--- src/rtl/cdb_scheduler_pkg.sv ---
`default_nettype none
// ------------------------------------------------------------------
// cdb_scheduler_pkg : CDB tag constants, widths and requester indices
// Revision: 1.0
// ------------------------------------------------------------------
package cdb_scheduler_pkg;

  localparam int CDB_DATA_W = 16;
  localparam int CDB_TAG_W  = 3;
  localparam int NUM_REQ    = 4;

  localparam logic [CDB_TAG_W-1:0] FREE_REGISTER     = 3'd0;
  localparam logic [CDB_TAG_W-1:0] RES_STATION_ADD1  = 3'd1;
  localparam logic [CDB_TAG_W-1:0] RES_STATION_ADD2  = 3'd2;
  localparam logic [CDB_TAG_W-1:0] RES_STATION_LOAD1 = 3'd3;
  localparam logic [CDB_TAG_W-1:0] RES_STATION_LOAD2 = 3'd4;

  localparam logic [1:0] REQ_ADD1  = 2'd0;
  localparam logic [1:0] REQ_ADD2  = 2'd1;
  localparam logic [1:0] REQ_LOAD1 = 2'd2;
  localparam logic [1:0] REQ_LOAD2 = 2'd3;

  function automatic logic [CDB_TAG_W-1:0] tag_of(input logic [1:0] idx);
    logic [CDB_TAG_W-1:0] t;
    t = FREE_REGISTER;
    case (idx)
      REQ_ADD1:  t = RES_STATION_ADD1;
      REQ_ADD2:  t = RES_STATION_ADD2;
      REQ_LOAD1: t = RES_STATION_LOAD1;
      REQ_LOAD2: t = RES_STATION_LOAD2;
      default:   t = FREE_REGISTER;
    endcase
    return t;
  endfunction

endpackage
`default_nettype wire

--- src/rtl/cdb_scheduler_rr_arbiter4.sv ---
`default_nettype none
// ------------------------------------------------------------------
// rr_arbiter4 : combinational 4-way round-robin pick starting at ptr
// Revision: 1.0
// ------------------------------------------------------------------
module rr_arbiter4
  import cdb_scheduler_pkg::*;
(
  input  logic [3:0] req,
  input  logic [1:0] ptr,
  output logic [3:0] gnt,
  output logic [1:0] winner,
  output logic       any
);

  always_comb begin
    logic [1:0] idx;
    idx    = '0;
    gnt    = '0;
    winner = '0;
    any    = 1'b0;
    for (int k = 0; k < NUM_REQ; k++) begin
      idx = ptr + 2'(k);  // 2-bit add wraps 3 -> 0
      if (!any && req[idx]) begin
        any      = 1'b1;
        gnt[idx] = 1'b1;
        winner   = idx;
      end
    end
  end

endmodule
`default_nettype wire

--- src/rtl/cdb_scheduler.sv ---
`default_nettype none
// ------------------------------------------------------------------
// cdb_scheduler : round-robin Common Data Bus arbiter with registered
//                 broadcast and a sticky starvation monitor
// Revision: 1.0
// ------------------------------------------------------------------
module cdb_scheduler
  import cdb_scheduler_pkg::*;
#(
  parameter int DATA_W   = CDB_DATA_W,
  parameter int TAG_W    = CDB_TAG_W,
  parameter int MAX_WAIT = 8
) (
  input  logic              Clock,
  input  logic              Reset,
  input  logic              Flush,
  input  logic [3:0]        Req,
  input  logic [DATA_W-1:0] Data_ADD1,
  input  logic [DATA_W-1:0] Data_ADD2,
  input  logic [DATA_W-1:0] Data_LOAD1,
  input  logic [DATA_W-1:0] Data_LOAD2,
  output logic [3:0]        Grant,
  output logic              CDB_Valid,
  output logic [TAG_W-1:0]  Qi_CDB,
  output logic [DATA_W-1:0] Qi_CDB_data,
  output logic              Starve_Err
);

  localparam int CNT_W = $clog2(MAX_WAIT + 1);

  logic [1:0]        rr_ptr;
  logic [3:0]        eligible;
  logic [3:0]        arb_gnt;
  logic [1:0]        arb_winner;
  logic              arb_any;
  logic [DATA_W-1:0] win_data;
  logic [CNT_W-1:0]  wait_cnt [NUM_REQ];
  logic [CNT_W-1:0]  wait_nxt [NUM_REQ];
  logic              starve_hit;

  // The unit granted this cycle still holds Req until it sees Grant.
  assign eligible = Req & ~Grant;

  rr_arbiter4 u_arb (
    .req    (eligible),
    .ptr    (rr_ptr),
    .gnt    (arb_gnt),
    .winner (arb_winner),
    .any    (arb_any)
  );

  always_comb begin
    win_data = Data_ADD1;
    case (arb_winner)
      REQ_ADD1:  win_data = Data_ADD1;
      REQ_ADD2:  win_data = Data_ADD2;
      REQ_LOAD1: win_data = Data_LOAD1;
      REQ_LOAD2: win_data = Data_LOAD2;
      default:   win_data = Data_ADD1;
    endcase
  end

  always_comb begin
    starve_hit = 1'b0;
    for (int i = 0; i < NUM_REQ; i++) begin
      wait_nxt[i] = wait_cnt[i];
      if (!Req[i] || Grant[i] || arb_gnt[i])
        wait_nxt[i] = '0;
      else if (wait_cnt[i] != CNT_W'(MAX_WAIT))
        wait_nxt[i] = wait_cnt[i] + 1'b1;
      if (wait_nxt[i] == CNT_W'(MAX_WAIT))
        starve_hit = 1'b1;
    end
  end

  always_ff @(posedge Clock) begin
    if (!Reset) begin
      Grant       <= '0;
      CDB_Valid   <= 1'b0;
      Qi_CDB      <= '0;
      Qi_CDB_data <= '0;
      Starve_Err  <= 1'b0;
      rr_ptr      <= '0;
      for (int i = 0; i < NUM_REQ; i++) wait_cnt[i] <= '0;
    end else if (Flush) begin
      Grant     <= '0;
      CDB_Valid <= 1'b0;
      Qi_CDB    <= '0;
      for (int i = 0; i < NUM_REQ; i++) wait_cnt[i] <= '0;
    end else begin
      Grant     <= arb_gnt;
      CDB_Valid <= arb_any;
      if (arb_any) begin
        Qi_CDB      <= TAG_W'(tag_of(arb_winner));
        Qi_CDB_data <= win_data;
        rr_ptr      <= arb_winner + 2'd1;
      end else begin
        Qi_CDB <= TAG_W'(FREE_REGISTER);
      end
      for (int i = 0; i < NUM_REQ; i++) wait_cnt[i] <= wait_nxt[i];
      if (starve_hit) Starve_Err <= 1'b1;
    end
  end

endmodule
`default_nettype wire

--- config.mk ---
export PLATFORM = sky130hd
export DESIGN_NAME = cdb_scheduler
export DESIGN_NICKNAME = d
export VERILOG_FILES = /design/src/rtl/cdb_scheduler_pkg.sv /design/src/rtl/cdb_scheduler_rr_arbiter4.sv /design/src/rtl/cdb_scheduler.sv
export SDC_FILE = /design/constraint.sdc
export NUM_CORES = 1
export LEC_CHECK = 0
export BUFFER_PORTS_ARGS = -buffer_cell sky130_fd_sc_hd__buf_2
export CELL_PAD_IN_SITES_DETAIL_PLACEMENT = 0
export CELL_PAD_IN_SITES_GLOBAL_PLACEMENT = 1
export CORE_AREA = 2 2 93 95
export CTS_CLUSTER_DIAMETER = 80
export DETAILED_ROUTE_END_ITERATION = 10
export DIE_AREA = 0 0 95 97
export PLACE_DENSITY_LB_ADDON = 0.1
export SETUP_SLACK_MARGIN = 0.15
export SLEW_MARGIN = 20
export SYNTH_ARGS = -nofsm -noshare
export SYNTH_HDL_FRONTEND = slang
export SYNTH_SLANG_ARGS = --single-unit
--- constraint.sdc ---
create_clock -name Clock -period 4.7 [get_ports Clock]
set_input_delay 0 -clock Clock [delete_from_list [all_inputs] [get_ports Clock]]
set_output_delay 0 -clock Clock [all_outputs]
set_load 0.03 [all_outputs]
==> metrics <==
first drt pass iteration count=5; area share of the largest cell type after synthesis=21.0%; clock slew at reported path FFs=0.08 ns; Hold WC Path Type=input port to flop; Fin. Hold Viols=0; #FFs+latches synth=43; antenna violations before repair=0; H-tree depth=2; Worst R2R End=Qi_CDB_data[1]$_SDFFE_PN0P_; RePlAce Congestion=0.830; worst path cell trace=inv_1 -> ha_1 -> nand2b_1 -> or4_4 -> a31oi_1 -> or2_2 -> o32a_1 -> inv_1 -> ha_1 -> a222oi_1 -> o21ai_0 -> nand2_1 -> a21boi_0; final worst path period need=3.83 ns; initial DRC count=193; Congestion Overflow GR=0; placed insts=548; Post-synth ARST share=0%; Slowest Stage Delay on Critical Path=roughly 0.58 ns; final setup violation count=0; CTS Buf Count=5; highest-delay cell along the critical path=ha_1; later-pin clock latency in the skew report=roughly 0.30 ns; maximum operating frequency=about 0.26 GHz; unrepaired setup endpoints after global routing=no; layout cells sized above 1=about a quarter; Critical Setup Path Class=flop to flop; I/O Buffers=95; post-synthesis mux area share=3.30%; XOR/XNOR Fraction of Synth Area=1.48%; Yosys cell types=59; Crit. End Element=flop; syn avg cell area=between 8 and 9 um^2; dominant synthesized flop cell=dfxtp_1; Worst Tran Pin Value=0.786 ns; synth warn=0; max-slew violation count=0; setup slack at placement=0.836 ns; met3 usage=between 3 and 4%; largest cells by area after synthesis=dfxtp_1 21%, edfxtp_1 12%, ha_1 8.9%; width of the die=95 um; first-pass GRT wire length=12,700 um; Crit path required time=about 4.9 ns; leakage=1.58 nW; Syn-to-layout area delta=22.7%; synthesized area=2960 um^2; average wire per standard cell=13.8 um; hold path endpoint=Qi_CDB_data[4]$_SDFFE_PN0P_; worst reg2reg startpoint=rr_ptr[1]$_SDFFE_PN0P_; Post-CTS Hold Fix Bufs=0; grt met2 use=between 20% and 30%; Finished Layout Cells=between 500 and 600; Worst VDD drop=0.000134 V; Vias/cell=roughly 5.1; Synth area leader=dfxtp_1; status=complete, no violations; vias=2,814; number of flops mapped to enable cells by yosys=12; GR peak layer=met2; DRC Markers=0; CTS resizes=0; most frequent cells in the layout=95 x buf_2, 60 x nand2_1, 37 x nor2_1, 31 x dfxtp_1; pin count of the biggest net entering global routing=33; met1 GRT Util=22.7%; IO Count=96; most common cell after layout, fill and taps aside=buf_2; simple-gate share of the synthesized area=25.1%; post-synthesis sequential area ratio=approximately a third; Starting Density=between 30% and 40%; dpl hpwl=slightly below 6000 um; Max-slew headroom=47.6%; PwrDens=~360 nW/um^2; largest family of logic cells by synthesized area=simple AND/OR/NAND/NOR gates; ANT nets after route=0; Adder-Cell Fraction of Synth Area=under 10%; Vert. Die Dim=97 um; Cells after Synth=355; Rows=33; CTS Buffer Depth=2; CP Max Fanout=16; HP Start=Data_ADD1[4]; Ant. Diodes=0; worst reg2reg path depth=13; total track usage=17.1%; Sink Count=43; Clock Tree Root=clkbuf_8; Compound-Gate Fraction of Synth Area=between 20 and 25%; Setup Fix Bufs, Post-CTS=0; Layout Nets=542; Worst setup SP type=flop; Total Wirelength=roughly 7700 um; core area=slightly above 8000 um^2; CTS tree=done; clk_skew=roughly 0.0042 ns; Power, Total=0.00132 W; max-cap violations=0; die area=9220 um^2; TNS Setup=0 ns; fin worst setup slack=0.868 ns; R2R Setup Slk=~0.87 ns; Arrival @ worst endpoint=4.02 ns; period utilisation layout=between 80% and 90%; vias in the first global route=2,739; worst hold path cell count=5
-- Yosys cell counts (2+ instances only) --
cell type	count
nor2b_2	2
nand4_1	4
nand2b_1	6
o21ai_0	21
mux2i_1	3
and3_1	5
nand3_1	9
o211ai_1	2
buf_2	2
nor2_1	37
a31oi_1	6
inv_1	17
mux4_2	3
nor3b_1	2
and2_1	2
a311oi_1	4
a21oi_1	9
a222oi_1	16
edfxtp_1	12
or3_1	3
ha_1	21
buf_6	2
nor2b_1	2
dfxtp_1	31
clkbuf_1	15
xor2_1	4
nand2_1	60
nor3_1	8
a21boi_0	17
-- critical path: cells and delay by family (launching register included) --
family | cells | cell delay, ns
simple gates | 4 | 0.79
flops | 1 | 0.52
fa+ha+maj | 2 | 0.99
compound gates | 5 | 1.10
buf+inv | 2 | 0.31
-- kinds of logic (layout without fill, tap and decap cells) --
group | Yosys count | count (layout)
flops | 43 | 43
fa+ha+maj | 21 | 21
other cells | 1 | 12
simple gates | 153 | 153
buf+inv | 38 | 123
xor+xnor | 5 | 5
compound gates | 88 | 88
mux | 6 | 6
-- report_power, final --
part / internal [W] / leakage (nW) / switching [W]
sequential: 0.000426 / 0.377 / 0.0000327
combinational: 0.000221 / 1.16 / 0.000370
clock: 0.000138 / 0.0506 / 0.000133
-- flip-flops by register name, summed over array words and instances (netlist names) --
signal and count:
Grant 4, rr_ptr 2, CDB_Valid 1, Qi_CDB 3
wait_cnt 16, Qi_CDB_data 16, Starve_Err 1
-- area by class of cell --
cell class	count	area, um^2
Tap cell	105	131
Sequential cell	43	981
Multi-Input combinational cell	285	1850
Fill cell	825	4500
Inverter	17	63.8
Timing Repair Buffer	98	498
Clock buffer	8	101
-- per-stage QoR --
step	area (um^2)	util, %	hold WS [ns]
after floorplan	3000	-	0.136
after global placement	3530	43.4	0.399
after detailed placement	3530	43.4	0.398
after CTS	3630	44.6	0.0797
after global routing	3630	44.6	0.105
final	3630	44.6	0.0846
-- layer usage --
| metal | vias up | wire [um] |
|---|---|---|
| met5 | - | 0 |
| met1 | 1251 | 3510 |
| li1 | 1460 | - |
| met4 | 0 | 56 |
| met3 | 4 | 527 |
| met2 | 99 | 3610 |
-- worst max path at each step --
stage                                               to  slack, ns                    from  cells past startpoint
after floorplan           Qi_CDB_data[10]$_SDFFE_PN0P_       1.35  rr_ptr[1]$_SDFFE_PN0P_                     15
after global placement     Qi_CDB_data[0]$_SDFFE_PN0P_       0.96  rr_ptr[1]$_SDFFE_PN0P_                     13
after detailed placement   Qi_CDB_data[0]$_SDFFE_PN0P_       0.84  rr_ptr[1]$_SDFFE_PN0P_                     13
after CTS                 Qi_CDB_data[15]$_SDFFE_PN0P_       0.81  rr_ptr[1]$_SDFFE_PN0P_                     12
after global routing       Qi_CDB_data[3]$_SDFFE_PN0P_       0.41  rr_ptr[1]$_SDFFE_PN0P_                     12
final                      Qi_CDB_data[1]$_SDFFE_PN0P_       0.87  rr_ptr[1]$_SDFFE_PN0P_                     13
Note: power is estimated with default switching activity, not from simulation.
